## src/rtl/tff_seq_pkg.sv

```systemverilog
// Shared state encoding and direction constants for the toggle-flip-flop count sequencer.
package tff_seq_pkg;

    typedef enum logic [2:0] {
        IDLE = 3'd0,
        INIT = 3'd1,
        RUN  = 3'd2,
        HOLD = 3'd3,
        DONE = 3'd4
    } seq_state_e;

    localparam logic DIR_UP   = 1'b1;
    localparam logic DIR_DOWN = 1'b0;

endpackage

```

## src/rtl/tff_bank.sv

```systemverilog
// Bank of toggle flip-flops: each bit flips on the rising edge when its T enable is high.
module tff_bank #(
    parameter int WIDTH = 8
) (
    input  logic             clk,
    input  logic             rst,
    input  logic [WIDTH-1:0] t_i,
    output logic [WIDTH-1:0] q_o
);

    logic [WIDTH-1:0] q_q;
    logic [WIDTH-1:0] q_d;

    always_comb begin
        q_d = q_q ^ t_i;
    end

    always_ff @(posedge clk or negedge rst) begin
        if (!rst) begin
            q_q <= '0;
        end else begin
            q_q <= q_d;
        end
    end

    assign q_o = q_q;

endmodule

```

## src/rtl/tff_count_sequencer.sv

```systemverilog
// Sequences a T flip-flop bank as an up/down counter: toggle-only initialisation,
// stepping to a latched terminal value, with start/stop pause, resume and abort.
module tff_count_sequencer
    import tff_seq_pkg::*;
#(
    parameter int WIDTH = 8
) (
    input  logic             clk,
    input  logic             rst,
    input  logic             start,
    input  logic             stop,
    input  logic             dir,
    input  logic [WIDTH-1:0] limit,
    output logic [WIDTH-1:0] t_vec,
    output logic [WIDTH-1:0] count,
    output logic             busy,
    output logic             done,
    output logic [2:0]       state_dbg
);

    // Control handshake: start and stop are level requests sampled on every rising
    // edge; there is no ready/ack. stop always has priority over start, and each is
    // honoured only in the states where it has a meaning (start in IDLE/HOLD, stop in
    // RUN/HOLD). done is a one-cycle completion strobe; busy covers INIT, RUN and HOLD.

    seq_state_e       state_q, state_d;
    logic             dir_q, dir_d;
    logic [WIDTH-1:0] limit_q, limit_d;

    logic [WIDTH-1:0] init_val;
    logic [WIDTH-1:0] target_val;
    logic [WIDTH-1:0] up_t;
    logic [WIDTH-1:0] down_t;
    logic             carry_up;
    logic             carry_dn;

    tff_bank #(
        .WIDTH(WIDTH)
    ) u_bank (
        .clk (clk),
        .rst (rst),
        .t_i (t_vec),
        .q_o (count)
    );

    always_ff @(posedge clk or negedge rst) begin
        if (!rst) begin
            state_q <= IDLE;
            dir_q   <= 1'b0;
            limit_q <= '0;
        end else begin
            state_q <= state_d;
            dir_q   <= dir_d;
            limit_q <= limit_d;
        end
    end

    // Step enables: bit i toggles when all lower bits are 1 (up) or all 0 (down).
    always_comb begin
        init_val   = (dir_q == DIR_UP) ? '0 : limit_q;
        target_val = (dir_q == DIR_UP) ? limit_q : '0;
        carry_up   = 1'b1;
        carry_dn   = 1'b1;
        up_t       = '0;
        down_t     = '0;
        for (int i = 0; i < WIDTH; i++) begin
            up_t[i]   = carry_up;
            down_t[i] = carry_dn;
            carry_up  = carry_up & count[i];
            carry_dn  = carry_dn & ~count[i];
        end
    end

    always_comb begin
        state_d = state_q;
        dir_d   = dir_q;
        limit_d = limit_q;
        t_vec   = '0;
        unique case (state_q)
            IDLE: begin
                if (start && !stop) begin
                    dir_d   = dir;
                    limit_d = limit;
                    state_d = INIT;
                end
            end
            INIT: begin
                t_vec   = count ^ init_val;
                state_d = RUN;
            end
            RUN: begin
                // Terminal check precedes the step, so the bank never wraps.
                if (count == target_val) begin
                    state_d = DONE;
                end else if (stop) begin
                    state_d = HOLD;
                end else begin
                    t_vec = (dir_q == DIR_UP) ? up_t : down_t;
                end
            end
            HOLD: begin
                if (stop) begin
                    state_d = IDLE;
                end else if (start) begin
                    state_d = RUN;
                end
            end
            DONE: begin
                state_d = IDLE;
            end
            default: begin
                state_d = IDLE;
            end
        endcase
    end

    assign busy      = (state_q == INIT) || (state_q == RUN) || (state_q == HOLD);
    assign done      = (state_q == DONE);
    assign state_dbg = state_q;

endmodule
```

## config.mk

```make
export PLATFORM = sky130hd
export DESIGN_NAME = tff_count_sequencer
export DESIGN_NICKNAME = d
export VERILOG_FILES = /design/src/rtl/tff_seq_pkg.sv /design/src/rtl/tff_bank.sv /design/src/rtl/tff_count_sequencer.sv
export SDC_FILE = /design/constraint.sdc
export NUM_CORES = 1
export LEC_CHECK = 0
export ABC_AREA = 0
export CELL_PAD_IN_SITES_DETAIL_PLACEMENT = 0
export CELL_PAD_IN_SITES_GLOBAL_PLACEMENT = 1
export CORE_MARGIN = 1.5
export CORE_UTILIZATION = 35
export CTS_CLUSTER_DIAMETER = 80
export DETAILED_ROUTE_END_ITERATION = 8
export GPL_TIMING_DRIVEN = 0
export PLACE_DENSITY_LB_ADDON = 0.1
export SLEW_MARGIN = 20
export SYNTH_ARGS = -nofsm -noshare
export SYNTH_HDL_FRONTEND = slang
export SYNTH_SLANG_ARGS = --single-unit
```

## constraint.sdc

```tcl
create_clock -name clk -period 4.9 [get_ports clk]
set_clock_uncertainty 0.05 [all_clocks]
set_input_delay 0.98 -clock clk [delete_from_list [all_inputs] [get_ports clk]]
set_output_delay 0.98 -clock clk [all_outputs]
set_load 0.02 [all_outputs]
```

After elaboration in Yosys (flattened, before gate mapping)
Index checks and enable logic that the tools add are counted.
{ "totals": {"ff_bits": 20, "in_bits": 13, "output_inout_bits": 21, "word_cells": 52} }
{ "op_classes": {"eq_ne": 8, "mux": 12, "n_bitwise": 21, "n_reduce_logical": 7} }
{ "op_table": {"columns": ["op", "n"], "rows": [
  ["two-way mux 8 bit", 5],
  ["one-hot mux 8 bit (2 select lines)", 1],
  ["bitwise XOR 8 bit", 2],
  ["two-way mux 3 bit", 5],
  ["bitwise AND 1 bit", 12],
  ["one-hot mux 3 bit (4 select lines)", 1],
  ["== test 8 bit", 1],
  ["inverter 1 bit", 7],
  ["== test 3 x 2 -> 1 bit, second input constant", 2],
  ["!= test 3 bit, second input constant", 2],
  ["== test 3 x 1 -> 1 bit, second input constant", 1],
  ["== test 3 bit, second input constant", 1],
  ["logical NOT 3 bit", 1],
  ["AND reduction 3 bit", 1],
  ["logical OR 1 bit", 2],
  ["!= test 2 bit, second input constant", 1],
  ["AND reduction 2 bit", 1],
  ["logical AND 1 bit", 1],
  ["logical NOT 1 bit", 1]
]} }

Depth between registers and ports, before layout
{ "logic_depth": {"word_depth": 12, "mapped_depth": 9, "mapped_depth_nobuf": 6} }

Cells and area by module
From an unflattened synthesis, not the netlist that was laid out.
{ "unflattened": {"hier_cells": 126, "hier_area_um2": 1243.7} }
{ "modules_own_cells": {"columns": ["mod", "n_inst", "cells_per_inst", "area_each_um2", "seq_area_each_um2"], "rows": [
  ["tff_count_sequencer", 1, 110, 973.4, 300.3],
  ["tff_bank", 1, 16, 270.3, 200.2]
]} }

Least setup slack after synthesis
No wires, ideal clock.
{ "synth_path": {"path_kind": "in2out", "startpoint": "input port stop", "endpoint": "output port t_vec[6]", "arrival_time_ns": 2.164, "required_time_ns": 3.870, "path_slack_ns": 1.706, "path_stages": 4, "path_buffers": 0, "path_cell_list": "nor3_4 > o211ai_2 > or4_4 > o21ai_0"} }
{ "synth_between": {"elab_chain_cells": 3} }
{ "synth_rtl": {"columns": ["item", "line", "rtl"], "rows": [
  ["start, declared", "tff_count_sequencer.sv:11", "input logic stop,"],
  ["two-way mux 8 bit", "tff_count_sequencer.sv:95", "end else if (stop) begin"],
  ["two-way mux 8 bit", "tff_count_sequencer.sv:93", "if (count == target_val) begin"],
  ["one-hot mux 8 bit (2 select lines)", "tff_count_sequencer.sv:79", "unique case (state_q)"],
  ["end, declared", "tff_count_sequencer.sv:14", "output logic [WIDTH-1:0] t_vec,"]
]} }
Every way passes these cells.

Worst setup path after layout
Ends and elaborated chain as after synthesis.

==> out/qor.csv <==
metric,value,unit
final instance area,2020,µm²
final hold vios,0,
vias,1437,
Die Height,70.1,µm
clk_lat worst skew,0.26,ns
most frequent cells after synthesis,"20 x dfrtp_1, 15 x nand2_1, 11 x nor2_1",
Worst VDD drop,242,µV
RSZ-0062 raised after global routing,no,
element type at the critical path start,input port,
Yosys top cell by area,dfrtp_1,
HPWL after detailed placement,2940,µm
layout cell share with drive strength beyond 1,19.3,%
Setup CP Type,input port to output port,
required time worst endpoint,3.87,ns
first-pass GRT wire length,7070,µm
Synth Area per Inst,9.27,µm²
grt total ovfl,0,
DIE AREA,4910,µm²
CTS tree,yes,
post-synthesis sequential area ratio,31.8,%
Post-synth EDFFs,0,
TritonCTS Buffers,3,
initial antenna violation count,0,
crit-path leading delay family,buffers and inverters,
most common cell in the netlist,dfrtp_1,
chip width,70.1,µm
Mapped Area,1580,µm²
# clock sinks,20,
Clock Root Buffer,clkbuf_8,
effective utilization at floorplan,36.2,%
Period minus WS final,4.40,ns
GR Util met2,29.8,%
Max Cap Viol,0,
M3 GR Usage,2.60,%
power density cells,691,nW/µm²
outcome,completed,
"Period Utilization, post-route",89.7,%
Seq cells post-synth,20,
DRC Markers,0,
Max-Slew Margin vs Limit,64.4,%
nets@finish,221,
final-layout worst hold slack,0.552,ns
Area Overhead vs Synth,28.3,%
Post-Syn Instances,170,
core area,4350,µm²
met1 GRT Util,23.5,%
max incr delay on CP,0.64,ns
Initial DRC Count,82,
antenna cells,0,
fin util,46.4,%
Slew Limit Fails,0,
CP max-delay cell,clkdlybuf4s50_1,
H-Tree Depth,1,
vias in the first global route,1474,
CP endpoint kind,output port,
Placed Instance Area,1970,µm²
cts repair resizes,0,
gr busiest metal,met2,
first-pass iteration count of the detailed router,4,
worst-path cell chain,"clkdlybuf4s50_1, nor3_4, o211ai_2, or4_4, o21ai_0, clkdlybuf4s50_1",
Worst Path Buf+Inv,2,
"Reg clk slew, reported paths",0.08,ns
Top-Level Pins,34,
row cnt,24,
"top cells by area, synth","dfrtp_1 32%, mux2_2 6.4%, xnor2_1 5.6%",
DR vias/cell,5.55,
CP Data Arrival Time,3.37,ns
Final ANT Viol Nets,0,
Routed WL per cell,15.6,µm
GP Congestion,0.863,
max frequency,227,MHz
Yosys cell types,48,
Finish-stage setup viols,0,
postcts setup bufs,0,
"most used cell, CP",clkdlybuf4s50_1,
CTS Buffer Depth,2,
Post-synth top flop,dfrtp_1,
leakage power,0.835,nW
Yosys warning count,0,
ys async rst share,100,%
largest net degree at the start of global routing,21,
CP max FO,6,
drt total wl,4050,µm
Hold Crit Class,flip-flop to flip-flop,
setup_tns,0,ns
Synth Net Count,183,
Tot GR Track Use,17.8,%
Synth top area share,31.8,%
Worst-Margin Slew,0.532,ns
PortBufs,33,
hold buffers post-CTS,0,
## worst paths after layout
| kind | startpoint | endpoint | cells past startpoint | slack [ns] |
|---|---|---|---|---|
| worst min-delay path | limit_q[3] | u_bank.q_o[3] | 2 | 0.55 |
| worst max register to register | u_bank.q_o[4] | u_bank.q_o[1] | 7 | 2.62 |
| max in group asynchronous | rst | u_bank.q_o[7] | 1 | 3.86 |
| worst min register to register | limit_q[3] | u_bank.q_o[3] | 2 | 0.55 |
| worst max-delay path | stop | t_vec[6] | 6 | 0.50 |
| min in group asynchronous | rst | u_bank.q_o[4] | 1 | 0.62 |
## metrics by stage
step | instances | total power, mW | setup slack (ns)
finish | 259 | 1.40 | 0.504
global route | 259 | 1.51 | 0.403
CTS | 259 | 1.40 | 0.504
detailed placement | 255 | 1.27 | 0.517
global placement | 255 | 1.25 | 0.539
floorplan | 170 | 0.980 | 1.71
## cell type report
cell class                 instances  area (µm²)
tap                               52        65.1
timing repair buffer              33         325
fill                             403        2330
sequential                        20         500
buffer                            14         125
inverter                           3        11.3
multi-input combinational        133         938
clock buffer                       4        55.1
## placed cells by master, fill, tap and decap left out, drive strengths merged, types with 2 or more instances in the layout
| cell | instances |
|---|---|
| mux2i | 4 |
| nor3 | 6 |
| nand2b | 2 |
| a21oi | 5 |
| a211oi | 2 |
| o211ai | 5 |
| o31ai | 2 |
| or3 | 3 |
| nor2b | 7 |
| nand4 | 2 |
| and3 | 3 |
| nor2 | 11 |
| mux2 | 9 |
| or4 | 2 |
| o22ai | 8 |
| xnor2 | 10 |
| o21a | 2 |
| nand4b | 2 |
| nand3 | 9 |
| nand2 | 15 |
| dfrtp | 20 |
| inv | 3 |
| buf | 14 |
| o21ai | 6 |
| clkbuf | 5 |
| xor2 | 5 |
| clkdlybuf4s50 | 32 |
## worst min-delay path, cell delays in order (launching register included)
cell and delay (ns):
dfrtp_1 0.43, nand2_1 0.07, nand3_1 0.07
## kinds of logic (layout without fill, tap and decap cells)
logic type      after synthesis  count (layout)  synth area share, %
simple gates                 65              65                 23.3
xor+xnor                     15              15                 8.34
buf+inv                      17              54                 8.66
compound gates               40              40                 19.0
mux                          13              13                 8.98
flops                        20              20                 31.8
## layer usage
layer	vias to the layer above	wire length, µm
li1	693	-
met1	709	1900
met2	33	1970
met3	2	156
met4	0	22
met5	-	0
## state kept, by name (all words and copies together) (netlist names)
signal	flops
limit_q	8
u_bank.q_o	8
state_dbg	3
dir_q	1
## report_power, final
part           internal, mW  total (mW)  switching, mW
Sequential            0.239       0.328         0.0885
Combinational         0.449       0.935          0.486
Clock                0.0716       0.132         0.0607
Total                 0.760        1.40          0.635
Power figures use the tool's default switching activity.
